===== src/rtl/seq_pkg.sv =====
`default_nettype none
// ============================================================================
//  Module   : seq_pkg
//  Brief    : Condition/op select encodings for the micro-sequencer and a
//             helper that evaluates a branch condition against the flags.
//  Revision : 1.0  initial release
// ============================================================================
package seq_pkg;

    localparam int DSEL_W = 4;

    localparam logic [DSEL_W-1:0] DSEL_NEVER  = 4'd0;
    localparam logic [DSEL_W-1:0] DSEL_ALWAYS = 4'd2;
    localparam logic [DSEL_W-1:0] DSEL_C      = 4'd3;
    localparam logic [DSEL_W-1:0] DSEL_NC     = 4'd4;
    localparam logic [DSEL_W-1:0] DSEL_Z      = 4'd5;
    localparam logic [DSEL_W-1:0] DSEL_NZ     = 4'd6;
    localparam logic [DSEL_W-1:0] DSEL_V      = 4'd7;
    localparam logic [DSEL_W-1:0] DSEL_NV     = 4'd8;
    localparam logic [DSEL_W-1:0] DSEL_S      = 4'd9;
    localparam logic [DSEL_W-1:0] DSEL_NS     = 4'd10;
    localparam logic [DSEL_W-1:0] DSEL_CALL   = 4'd11;
    localparam logic [DSEL_W-1:0] DSEL_RET    = 4'd12;

    // First reserved encoding; everything from here up is illegal.
    localparam logic [DSEL_W-1:0] DSEL_RSVD_LO = 4'd13;

    // True when a conditional-branch select is satisfied by the flags.
    // NEVER, CALL, RET and reserved codes all report false here.
    function automatic logic cond_eval(
        input logic [DSEL_W-1:0] sel,
        input logic              z,
        input logic              c,
        input logic              v,
        input logic              s
    );
        logic res;
        res = 1'b0;
        case (sel)
            DSEL_ALWAYS: res = 1'b1;
            DSEL_C:      res = c;
            DSEL_NC:     res = ~c;
            DSEL_Z:      res = z;
            DSEL_NZ:     res = ~z;
            DSEL_V:      res = v;
            DSEL_NV:     res = ~v;
            DSEL_S:      res = s;
            DSEL_NS:     res = ~s;
            default:     res = 1'b0;
        endcase
        return res;
    endfunction

endpackage
`default_nettype wire


===== src/rtl/ret_stack.sv =====
`default_nettype none
// ============================================================================
//  Module   : ret_stack
//  Brief    : Small return-address LIFO. Push while full and pop while empty
//             are ignored; the caller is responsible for flagging them.
//  Revision : 1.0  initial release
// ============================================================================
module ret_stack #(
    parameter int AW    = 8,
    parameter int DEPTH = 4
) (
    input  logic          clk,
    input  logic          rst,
    input  logic          push,
    input  logic          pop,
    input  logic [AW-1:0] din,
    output logic          full,
    output logic          empty,
    output logic [AW-1:0] top
);

    localparam int SPW = $clog2(DEPTH + 1);

    logic [SPW-1:0] r_sp;
    logic [AW-1:0]  r_mem [DEPTH];

    assign full  = (r_sp == SPW'(DEPTH));
    assign empty = (r_sp == '0);

    // Stack pointer: counts valid entries; cleared by reset to discard the stack.
    always_ff @(posedge clk or posedge rst) begin
        if (rst) begin
            r_sp <= '0;
        end else if (push && !full) begin
            r_sp <= r_sp + SPW'(1);
        end else if (pop && !empty) begin
            r_sp <= r_sp - SPW'(1);
        end
    end

    // Entry storage: write the slot just above the current top on push.
    always_ff @(posedge clk) begin
        for (int i = 0; i < DEPTH; i++) begin
            if (push && !full && (r_sp == SPW'(i))) begin
                r_mem[i] <= din;
            end
        end
    end

    // Top-of-stack read mux; returns entry 0 when empty (value unused then).
    always_comb begin
        top = r_mem[0];
        for (int i = 0; i < DEPTH; i++) begin
            if (r_sp == SPW'(i + 1)) begin
                top = r_mem[i];
            end
        end
    end

endmodule
`default_nettype wire


===== src/rtl/micro_sequencer.sv =====
`default_nettype none
// ============================================================================
//  Module   : micro_sequencer
//  Brief    : Micro-PC sequencer with registered Z/C/V/S flags, conditional
//             branch, call/return via a return-address LIFO, and sticky
//             error reporting.
//  Revision : 1.0  initial release
// ============================================================================
module micro_sequencer
    import seq_pkg::*;
#(
    parameter int            AW         = 8,
    parameter int            DEPTH      = 4,
    parameter logic [AW-1:0] RESET_ADDR = '0
) (
    input  logic              clk,
    input  logic              rst,
    input  logic              en,
    input  logic [DSEL_W-1:0] dsel,
    input  logic [AW-1:0]     target,
    input  logic              flag_we,
    input  logic              zin,
    input  logic              cin,
    input  logic              vin,
    input  logic              sin,
    output logic [AW-1:0]     upc,
    output logic              taken,
    output logic              stack_ovf,
    output logic              stack_unf,
    output logic              illegal_sel
);

    logic r_z, r_c, r_v, r_s;
    logic [AW-1:0] r_upc;
    logic          r_taken;
    logic          r_ovf, r_unf, r_ill;

    logic [AW-1:0] w_upc_inc;
    logic [AW-1:0] w_upc_nxt;
    logic          w_taken_nxt;
    logic          w_push, w_pop;
    logic          w_full, w_empty;
    logic [AW-1:0] w_top;
    logic          w_ovf_set, w_unf_set, w_ill_set;

    // Sequential address wraps naturally at AW bits; also used as return address.
    assign w_upc_inc = r_upc + AW'(1);

    ret_stack #(
        .AW    (AW),
        .DEPTH (DEPTH)
    ) u_ret_stack (
        .clk   (clk),
        .rst   (rst),
        .push  (w_push),
        .pop   (w_pop),
        .din   (w_upc_inc),
        .full  (w_full),
        .empty (w_empty),
        .top   (w_top)
    );

    // Flag register: loads independently of en; conditions see only stored values.
    always_ff @(posedge clk or posedge rst) begin
        if (rst) begin
            r_z <= 1'b0;
            r_c <= 1'b0;
            r_v <= 1'b0;
            r_s <= 1'b0;
        end else if (flag_we) begin
            r_z <= zin;
            r_c <= cin;
            r_v <= vin;
            r_s <= sin;
        end
    end

    // Next-address selection, stack control and error detection for one advance.
    always_comb begin
        w_upc_nxt   = w_upc_inc;
        w_taken_nxt = 1'b0;
        w_push      = 1'b0;
        w_pop       = 1'b0;
        w_ovf_set   = 1'b0;
        w_unf_set   = 1'b0;
        w_ill_set   = 1'b0;
        if (en) begin
            case (dsel)
                DSEL_CALL: begin
                    w_push      = ~w_full;
                    w_ovf_set   = w_full;
                    w_upc_nxt   = target;
                    w_taken_nxt = 1'b1;
                end
                DSEL_RET: begin
                    if (!w_empty) begin
                        w_pop       = 1'b1;
                        w_upc_nxt   = w_top;
                        w_taken_nxt = 1'b1;
                    end else begin
                        w_unf_set   = 1'b1;
                    end
                end
                default: begin
                    w_ill_set = (dsel >= DSEL_RSVD_LO);
                    if (cond_eval(dsel, r_z, r_c, r_v, r_s)) begin
                        w_upc_nxt   = target;
                        w_taken_nxt = 1'b1;
                    end
                end
            endcase
        end
    end

    // Micro-PC and taken indicator advance only on en.
    always_ff @(posedge clk or posedge rst) begin
        if (rst) begin
            r_upc   <= RESET_ADDR;
            r_taken <= 1'b0;
        end else if (en) begin
            r_upc   <= w_upc_nxt;
            r_taken <= w_taken_nxt;
        end
    end

    // Sticky error flags; only reset clears them.
    always_ff @(posedge clk or posedge rst) begin
        if (rst) begin
            r_ovf <= 1'b0;
            r_unf <= 1'b0;
            r_ill <= 1'b0;
        end else begin
            if (w_ovf_set) r_ovf <= 1'b1;
            if (w_unf_set) r_unf <= 1'b1;
            if (w_ill_set) r_ill <= 1'b1;
        end
    end

    assign upc         = r_upc;
    assign taken       = r_taken;
    assign stack_ovf   = r_ovf;
    assign stack_unf   = r_unf;
    assign illegal_sel = r_ill;

endmodule
`default_nettype wire

===== config.mk =====
export PLATFORM = sky130hd
export DESIGN_NAME = micro_sequencer
export DESIGN_NICKNAME = d
export VERILOG_FILES = /design/src/rtl/seq_pkg.sv /design/src/rtl/ret_stack.sv /design/src/rtl/micro_sequencer.sv
export SDC_FILE = /design/constraint.sdc
export NUM_CORES = 1
export LEC_CHECK = 0
export CAP_MARGIN = 20
export CORE_MARGIN = 3
export CORE_UTILIZATION = 45
export CTS_CLUSTER_DIAMETER = 30
export DETAILED_ROUTE_END_ITERATION = 16
export PLACE_DENSITY = 0.66
export SETUP_SLACK_MARGIN = 0.5
export SLEW_MARGIN = 5
export SYNTH_ARGS = -nofsm -noshare
export SYNTH_HDL_FRONTEND = slang
export SYNTH_SLANG_ARGS = --single-unit
export TNS_END_PERCENT = 20

===== constraint.sdc =====
create_clock -name clk -period 2.1 [get_ports clk]
set_input_delay 0.42 -clock clk [delete_from_list [all_inputs] [get_ports clk]]
set_output_delay 0.42 -clock clk [all_outputs]
set_load 0.02 [all_outputs]

# Word-level counts from Yosys, hierarchy flattened
# Memories as Yosys holds them, arrays and structs flattened.
# Cells that the tools add are included.
totals:
  regBits: 19
  mem_bits_rw: 32
  inputBits: 20
  out_inout_bits: 12
  elab_cells: 91
  memories: 1
classes:
  n_addsub: 3
  order_cmp: 1
  n_eq_ne: 15
  mux: 42
  bitwise: 5
  reduce_logical: 14
memory_table:
  columns: ["memory", "depth", "width", "rd", "rd_clocked_by_memory_dff", "write_ports", "line", "rtl"]
  rows:
  - ["u_ret_stack.r_mem", 4, 8, 4, 0, 1, "ret_stack.sv:25", "logic [AW-1:0] r_mem [DEPTH];"]
op_table:
  columns: ["operator", "count"]
  rows:
  - ["8-bit 2-to-1 mux", 8]
  - ["1-bit 2-to-1 mux", 26]
  - ["8-bit OR reduction", 3]
  - ["4-bit equality test, second input constant", 5]
  - ["4-bit by 3-bit equality test with 1-bit output, second input constant", 4]
  - ["8-bit one-hot mux with 2 select lines", 1]
  - ["1-bit one-hot mux with 9 select lines", 1]
  - ["8-bit by 1-bit adder with 8-bit output, second input constant", 1]
  - ["4-bit by 2-bit equality test with 1-bit output, second input constant", 2]
  - ["3-bit by 2-bit equality test with 1-bit output, second input constant", 2]
  - ["1-bit logical AND", 6]
  - ["2-bit 2-to-1 mux", 3]
  - ["3-bit 2-to-1 mux", 2]
  - ["1-bit NOT", 5]
  - ["4-bit greater-or-equal comparator, second input constant", 1]
  - ["3-bit by 1-bit adder with 3-bit output, second input constant", 1]
  - ["3-bit by 1-bit equality test with 1-bit output, second input constant", 1]
  - ["3-bit equality test, second input constant", 1]
  - ["3-bit zero test", 1]
  - ["3-bit by 1-bit subtractor with 3-bit output, second input constant", 1]
  - ["1-bit zero test", 2]
  - ["1-bit one-hot mux with 2 select lines", 1]
  - ["2-bit nonzero test", 1]
  - ["2-bit OR reduction", 1]

# Depth between registers and ports, before layout
# Gate-level depths: netlist of run 1.
logic_depth:
  word_depth: 12
  depth_mapped: 8
  depth_no_buf: 7

# Hierarchy
# From an unflattened synthesis of run 1, not the netlist that was laid out.
hier_totals:
  hier_cells: 259
  area_unflattened_um2: 2920.3
modules_own_cells:
  columns: ["module", "instances", "cells_per_inst", "area_each_um2", "seq_area_each_um2"]
  rows:
  - ["ret_stack", 1, 108, 1599.0, 1036.0]
  - ["micro_sequencer", 1, 151, 1321.3, 400.4]

# Worst setup path after synthesis of run 1
# Ideal clock, no wire load.
synth_timing:
  kind: "input to register"
  start: "input dsel[0]"
  end: "memory u_ret_stack.r_mem[1][0] (enable)"
  setup_time_ps: 385
  arrival_time_ps: 1739
  required_ps: 1715
  path_slack_ps: -25
  path_stages: 5
  n_path_buf: 2
  cell_sequence: "buf_6 and4b_1 buf_2 nand2_1 nor3b_1"
synth_between:
  elab_chain_len: 11
  word_cells_on_any_way: 25
  cone_classes: "eq/ne (1); mux (16); reduce/logical (8)"
synth_rtl:
  columns: ["element", "line", "rtl"]
  rows:
  - ["start: declaration", "micro_sequencer.sv:19", "input logic [DSEL_W-1:0] dsel,"]
  - ["4-bit equality test *", "micro_sequencer.sv:88", "case (dsel)"]
  - ["1-bit 2-to-1 mux *", "micro_sequencer.sv:88", null]
  - ["1-bit 2-to-1 mux *", "micro_sequencer.sv:87", "if (en) begin"]
  - ["1-bit logical AND *", "ret_stack.sv:44", "if (push && !full && (r_sp == SPW'(i))) begin"]
  - ["1-bit logical AND", "ret_stack.sv:44", null]
  - ["1-bit 2-to-1 mux", "ret_stack.sv:44", null]
  - ["1-bit 2-to-1 mux (not written as such)", "ret_stack.sv:45", "r_mem[i] <= din;"]
  - ["8-bit OR reduction (no line)", null, null]
  - ["2-bit 2-to-1 mux (no line) / 1-bit 2-to-1 mux (equally long branches) (3 in a row)", null, null]
  - ["end: declaration", "ret_stack.sv:25", null]
# Every way passes the cells marked *; elsewhere a longest branch is shown, timed or not.

# Final worst setup path of run 1
layout_timing:
  start: "register r_upc[7], in the netlist upc[7]"
  end: "output upc[7]"
layout_rtl:
  columns: ["element", "line", "rtl"]
  rows:
  - ["start: declaration", "micro_sequencer.sv:34", "logic [AW-1:0] r_upc;"]
  - ["start signal: assignment", "micro_sequencer.sv:121", "r_upc <= w_upc_nxt;"]
  - ["end: declaration", "micro_sequencer.sv:26", "output logic [AW-1:0] upc,"]
# No word-level cell between the ends.

==> flow_summary.json, run 1 <==
{
  "required_ps": 1680,
  "power_density_nw_per_um2": 1030,
  "cts_inserted_buffers": 5,
  "yosysTopAreaCellShare_pct": 35.2,
  "synth_warnings": 0,
  "rrSetupSlack_ps": 330,
  "path_buf_inv": 1,
  "antenna_left": 0,
  "synthCells": 238,
  "root_buffer": "clkbuf_8",
  "seqCellArea_um2": 1440,
  "die_x_um": 83.8,
  "clock_path_buffers": 2,
  "swShare_pct": 37.0,
  "rr_worst_depth": 8,
  "worstPathArrival_ps": 1360,
  "r2r-end": "upc[4]",
  "p_leak_nw": 1.49,
  "rsz0062_at_grt": "true",
  "startpoint_type": "flip-flop",
  "cpPeakStageDelay_ps": 620,
  "critical_path.slowest_cell": "clkdlybuf4s50_1",
  "grt_pass1_vias": 2153,
  "cp_cell_sequence": "clkdlybuf4s50_1",
  "period_minus_slack_ps": 1780,
  "synth_seq_cells": 51,
  "drive_above_1_share_pct": 34.8,
  "power_frac_comb_pct": 48.6,
  "critPathTopFamily": "buffers and inverters",
  "period_share_pct": 84.8,
  "synth_sequential_area_ratio_pct": 52.7,
  "hold_path.class": "in2async",
  "cts_tree": "yes",
  "preCtsSetupSlack_ps": -257,
  "first_iter_violations": 188,
  "cts_hold_buf": 0,
  "grt_max_degree": 20,
  "wl_per_cell_um": 17.4,
  "worstSkewPairLatency_ps": 300,
  "p_clk_share_pct": 15.2,
  "final_nets": 336,
  "drv_slew": 0,
  "hold_violations": 0,
  "fmax_mhz": 562,
  "grt_pass1_wl_um": 11200,
  "vdd_ir_drop_max_mv": 0.587,
  "synth_ff_type": "edfxtp_1",
  "multi_input_area_um2": 1430,
  "async_reset_ff_share_pct": 37.3,
  "status": "completed",
  "drc": 0,
  "r2r-start": "u_ret_stack.r_sp[1]",
  "initial_core_util_pct": 48.0,
  "antenna_found_initial": 0,
  "pin_count": 32,
  "setup_ws_ps": 320,
  "p_switching_mw": 1.44,
  "drt-vias-per-instance": 5.53,
  "worst_pin_slew_ps": 403,
  "synth_edf_count": 32,
  "core_um2": 5680,
  "synth.top_cells.by_count": "edfxtp_1 (32), dfrtp_1 (19), nor2_1 (19), nand2_1 (15)",
  "die-area_um2": 7030,
  "syn_avg_cell_area_um2": 11.5,
  "cts_sinks": 51,
  "row_count": 27,
  "synth_top_family_by_area": "compound AO/OA/AOI/OAI gates",
  "place_hpwl_um": 4750,
  "synthAdderAreaFrac_pct": 3.21,
  "synthSimpleGateAreaFrac_pct": 14.0,
  "finClkSkew_ps": 5.66,
  "clk_pin_slew_ps": 100,
  "power_frac_seq_pct": 36.2,
  "power.total_mw": 3.90,
  "slew-limit-headroom_pct": 73.2,
  "synth_most_common_cell": "edfxtp_1",
  "antenna_cells": 0,
  "syn_to_final_growth_pct": 39.5,
  "intPower_mw": 2.46,
  "routed_wl_um": 6660,
  "grt-ovfl-total": 0,
  "synth-compound-area-share_pct": 18.0,
  "setup_violations": 0,
  "dr.pass1.iters": 4,
  "syn_area_um2": 2730,
  "grt_usage_pct": 20.1,
  "nFillCells": 442,
  "vias": 2112,
  "synthMuxAreaShare_pct": 7.43,
  "ys_types": 49,
  "portBuffers": 31,
  "synth.area.top_cells": "edfxtp_1 (35%), dfrtp_1 (17%), mux2_2 (4.1%), mux2i_1 (3.3%), ha_1 (3.2%)",
  "worstSetupPathType": "reg2out",
  "gp_congestion": 0.822,
  "max_cap_violations": 0,
  "setup-tns-final_ps": 0,
  "synth-xor-area-share_pct": 1.61,
  "crit_fanout": 7,
  "die_y_um": 83.8,
  "critPathCaptureType": "output pin",
  "synth.largest_area_cell": "edfxtp_1",
  "htree_num_levels": 2,
  "syn_nets": 265
}
power by group through the flow:
stage	sequential [mW]	clock (mW)	combinational, mW
6_report	1.41	0.594	1.90
5_1_grt	1.43	0.676	2.06
4_1_cts	1.41	0.615	1.81
3_5_place_dp	1.43	0	1.46
3_3_place_gp	1.43	0	1.44
2_1_floorplan	1.48	0	0.811
through the flow:
step	cell area, µm²	util [%]	hold slack [ps]	cells
global route	3800	67.0	447	382
CTS	3740	65.9	432	379
global placement	3380	59.6	455	360
detailed placement	3380	59.6	459	360
finish	3800	67.0	431	382
floorplan	2810	-	371	238
layout by cell type, fill, tap and decap left out, types with 3 or more instances in the layout:
master / synthesis / final
dlymetal6s2s_1: 0 / 5
inv_2: 1 / 3
xnor2_1: 3 / 3
a21oi_1: 14 / 12
ha_4: 0 / 3
inv_1: 9 / 7
mux2_4: 0 / 4
nand3_1: 8 / 8
ha_1: 7 / 3
clkbuf_8: 0 / 5
nand2b_1: 10 / 8
edfxtp_1: 32 / 32
a31oi_1: 7 / 7
o21ai_0: 14 / 8
o32ai_2: 2 / 6
nand2b_4: 1 / 3
buf_6: 1 / 13
dfrtp_1: 19 / 16
mux2i_1: 9 / 9
o21ai_1: 1 / 5
and3b_1: 3 / 3
o211a_4: 0 / 3
nor2_1: 19 / 17
mux2_2: 10 / 6
dfrtp_2: 0 / 3
buf_4: 0 / 27
o211ai_1: 3 / 3
nand2_1: 15 / 13
clkdlybuf4s50_1: 0 / 21
flip-flops by register name, indices dropped and copies added (netlist names):
signal / count
illegal_sel: 1
r_c: 1
r_s: 1
r_v: 1
r_z: 1
stack_ovf: 1
stack_unf: 1
taken: 1
u_ret_stack.r_mem: 32
u_ret_stack.r_sp: 3
upc: 8
cells by family after synthesis:
kind of cell,count (synthesis)
AO/OA/AOI/OAI,65
XOR/XNOR,5
adder cells (fa/ha/maj),7
buffers and inverters,19
flip-flops,51
multiplexers,19
AND/OR/NAND/NOR,72
worst reg2reg max path: cells and delay by family (launching register included):
family | cells | cell delay, ps
buffers and inverters | 3 | 380
flip-flops | 1 | 440
adder cells (fa/ha/maj) | 2 | 380
AO/OA/AOI/OAI | 3 | 470
worst max path at each step:
| stage | depth (start not counted) | slack [ps] | end | from |
|---|---|---|---|---|
| floorplan | 8 | 410 | upc[0] | u_ret_stack.r_sp[0] |
| detailed placement | 6 | -260 | upc[4] | dsel[0] |
| global placement | 6 | -210 | upc[4] | dsel[0] |
| finish | 1 | 320 | upc[7] | upc[7] |
| global route | 9 | 240 | upc[5] | u_ret_stack.r_sp[1] |
| CTS | 1 | 230 | upc[3] | upc[3] |
final cells by class:
class / count / area share (%)
tap: 72 / 2.37
sequential: 51 / 37.9
clock inverter: 3 / 0.724
multi-input combinational: 168 / 37.5
clock buffer: 5 / 1.81
inverter: 10 / 0.987
timing repair buffer: 73 / 18.7
routing by layer:
metal / GRT usage, % / up-vias / wire length [µm]
met2: 31.2 / 60 / 3150
li1: - / 1032 / -
met4: 4.53 / 0 / 46
met1: 29.2 / 1016 / 3100
met3: 3.75 / 4 / 362
met5: 0 / - / 0
what timing repair did:
action,in CTS,in global routing
pin swaps,20,7
resized for setup,53,16
setup buffers,11,3
setup endpoints to repair,57,47
Power figures use the tool's default switching activity.
==> run 2, diff against run 1 <==
==> constraint.sdc (replaced) <==
create_clock -name clk -period 1.7 [get_ports clk]
set_input_delay 0.34 -clock clk [delete_from_list [all_inputs] [get_ports clk]]
set_output_delay 0.34 -clock clk [all_outputs]
set_load 0.02 [all_outputs]
==> flow_summary.json, run 2 (synthesized netlist as in run 1, its figures left out) <==
{
  "dpl.cell_count": 377,
  "clk_pin_slew_ps": 110,
  "power_density_nw_per_um2": 1280,
  "final_cells": 401,
  "drt-vias-per-instance": 5.55,
  "initial_core_util_pct": 48.0,
  "grt_use_met1_pct": 27.7,
  "power.total_mw": 5.17,
  "intPower_mw": 3.26,
  "placed_cell_area_um2": 3530,
  "met3_usage_pct": 3.85,
  "hold_violations": 0,
  "violations": "setup timing",
  "cpPeakStageDelay_ps": 410,
  "clock_path_buffers": 2,
  "grt_pass1_vias": 2324,
  "vias": 2227,
  "grt_usage_pct": 21.1,
  "vdd_ir_drop_max_mv": 0.982,
  "final_nets": 355,
  "startpoint_type": "flip-flop",
  "final_common_cell": "buf_4",
  "hold_path.class": "in2async",
  "grt_pass1_wl_um": 11700,
  "rsz0062_at_grt": "true",
  "path_buf_inv": 2,
  "drive_above_1_share_pct": 43.2,
  "critPathCaptureType": "flip-flop",
  "setup-tns-final_ps": -464,
  "drc": 0,
  "routed_wl_um": 7190,
  "cts_inserted_buffers": 5,
  "gp_congestion": 0.827,
  "critPathTopFamily": "compound AO/OA/AOI/OAI gates",
  "wl_per_cell_um": 17.9,
  "crit_fanout": 10,
  "required_ps": 1890,
  "regMostFlops": "u_ret_stack.r_mem",
  "status": "finished, violations left",
  "period_share_pct": 107,
  "p_switching_mw": 1.91,
  "period_minus_slack_ps": 1810,
  "slew-limit-headroom_pct": 75.5,
  "final_core_util_pct": 71.3,
  "cp_cell_sequence": "buf_4 -> ha_1 -> ha_4 -> buf_4 -> o211a_1 -> o32ai_2 -> a21oi_1",
  "fmax_mhz": 551,
  "worst_pin_slew_ps": 364,
  "p_leak_nw": 1.62,
  "final_cell_mix": "buf_4 (46), edfxtp_1 (32), buf_6 (19), dfrtp_1 (17)",
  "worstPathArrival_ps": 2000,
  "place_hpwl_um": 5000,
  "antenna_cells": 0,
  "grt_max_degree": 20,
  "cts_hold_buf": 0,
  "setup_violations": 7,
  "cts_tree": "yes",
  "dr.pass1.iters": 4,
  "grt-ovfl-total": 0,
  "cp_common_cell": "buf_4",
  "htree_num_levels": 2,
  "finClkSkew_ps": 13.6,
  "power_frac_seq_pct": 34.0,
  "antenna_found_initial": 0,
  "pin_count": 32,
  "portBuffers": 31,
  "swShare_pct": 37.0,
  "syn_to_final_growth_pct": 48.5,
  "root_buffer": "clkbuf_8",
  "design_area_um2": 4050,
  "die-area_um2": 7030,
  "first_iter_violations": 163,
  "power_frac_comb_pct": 51.3,
  "die_y_um": 83.8,
  "cts_sinks": 51,
  "antenna_left": 0,
  "core_um2": 5680,
  "worstSetupPathType": "reg2reg",
  "max_cap_violations": 0,
  "largest_reg_flops": 32,
  "drv_slew": 0,
  "p_clk_share_pct": 14.7,
  "busiest_layer": "met2",
  "use_met2_pct": 35.9,
  "critical_path.slowest_cell": "dfrtp_1",
  "worstSkewPairLatency_ps": 320,
  "row_count": 27,
  "die_x_um": 83.8,
  "setup_ws_ps": -114
}
-- run 2: cell types whose count changed in the layout (fill, tap and decap cells not counted), sizes merged --
cell | previous run | this run
buf | 42 | 70
clkdlybuf4s50 | 21 | 15
clkinvlp | 1 | 0
dlygate4sd2 | 2 | 4
dlymetal6s2s | 5 | 0
inv | 12 | 13
-- run 2: metal layers --
metal / vias to the layer above / part of all wire (%)
li1: 1073 / -
met1: 1098 / 44
met2: 48 / 51
met3: 8 / 3.7
met4: 0 / 1.2
met5: - / 0
-- run 2: cell type report --
| class | count | area (µm²) |
|---|---|---|
| clock buffers | 5 | 68.8 |
| clock inverters | 3 | 28.8 |
| fillers | 404 | 1630 |
| inverters | 10 | 40.0 |
| multi-input cells | 168 | 1520 |
| flip-flops and latches | 51 | 1440 |
| well taps | 72 | 90.1 |
| repair buffers | 92 | 858 |
-- run 2: metrics by stage --
stage	worst slack (ps)	hold slack, ps
6_report	-114	338
5_1_grt	-172	387
2_1_floorplan	6.37	291
3_3_place_gp	-582	453
3_5_place_dp	-683	460
4_1_cts	-97.5	353
-- run 2: power groups by stage --
stage               clock [mW]  combinational (mW)  sequential [mW]
floorplan                    0                1.03             1.83
global placement             0                1.97             1.75
detailed placement           0                2.00             1.75
CTS                      0.783                2.51             1.76
global route             0.825                2.87             1.78
finish                   0.760                2.65             1.76
-- run 2: what timing repair did --
item,4_1_cts,5_1_grt
pin swaps,37,19
resized for setup,121,8
setup endpoints to repair,78,78
setup buffers,12,4
gates cloned,0,0
-- run 2: worst paths after layout --
kind / startpoint / endpoint / slack, ps / cells past startpoint
min in group clk: dsel[2] / illegal_sel / 450 / 3
max: u_ret_stack.r_sp[0] / upc[1] / -110 / 7
min reg2reg: stack_unf / stack_unf / 500 / 1
max reg2reg: u_ret_stack.r_sp[0] / upc[1] / -110 / 7
max in group asynchronous: rst / upc[0] / 1110 / 3
min: rst / stack_ovf / 340 / 3
-- run 2: tightest hold or removal path, stage by stage --
cell	delay, ps
clkdlybuf4s50_1	400
inv_1	50
buf_4	260
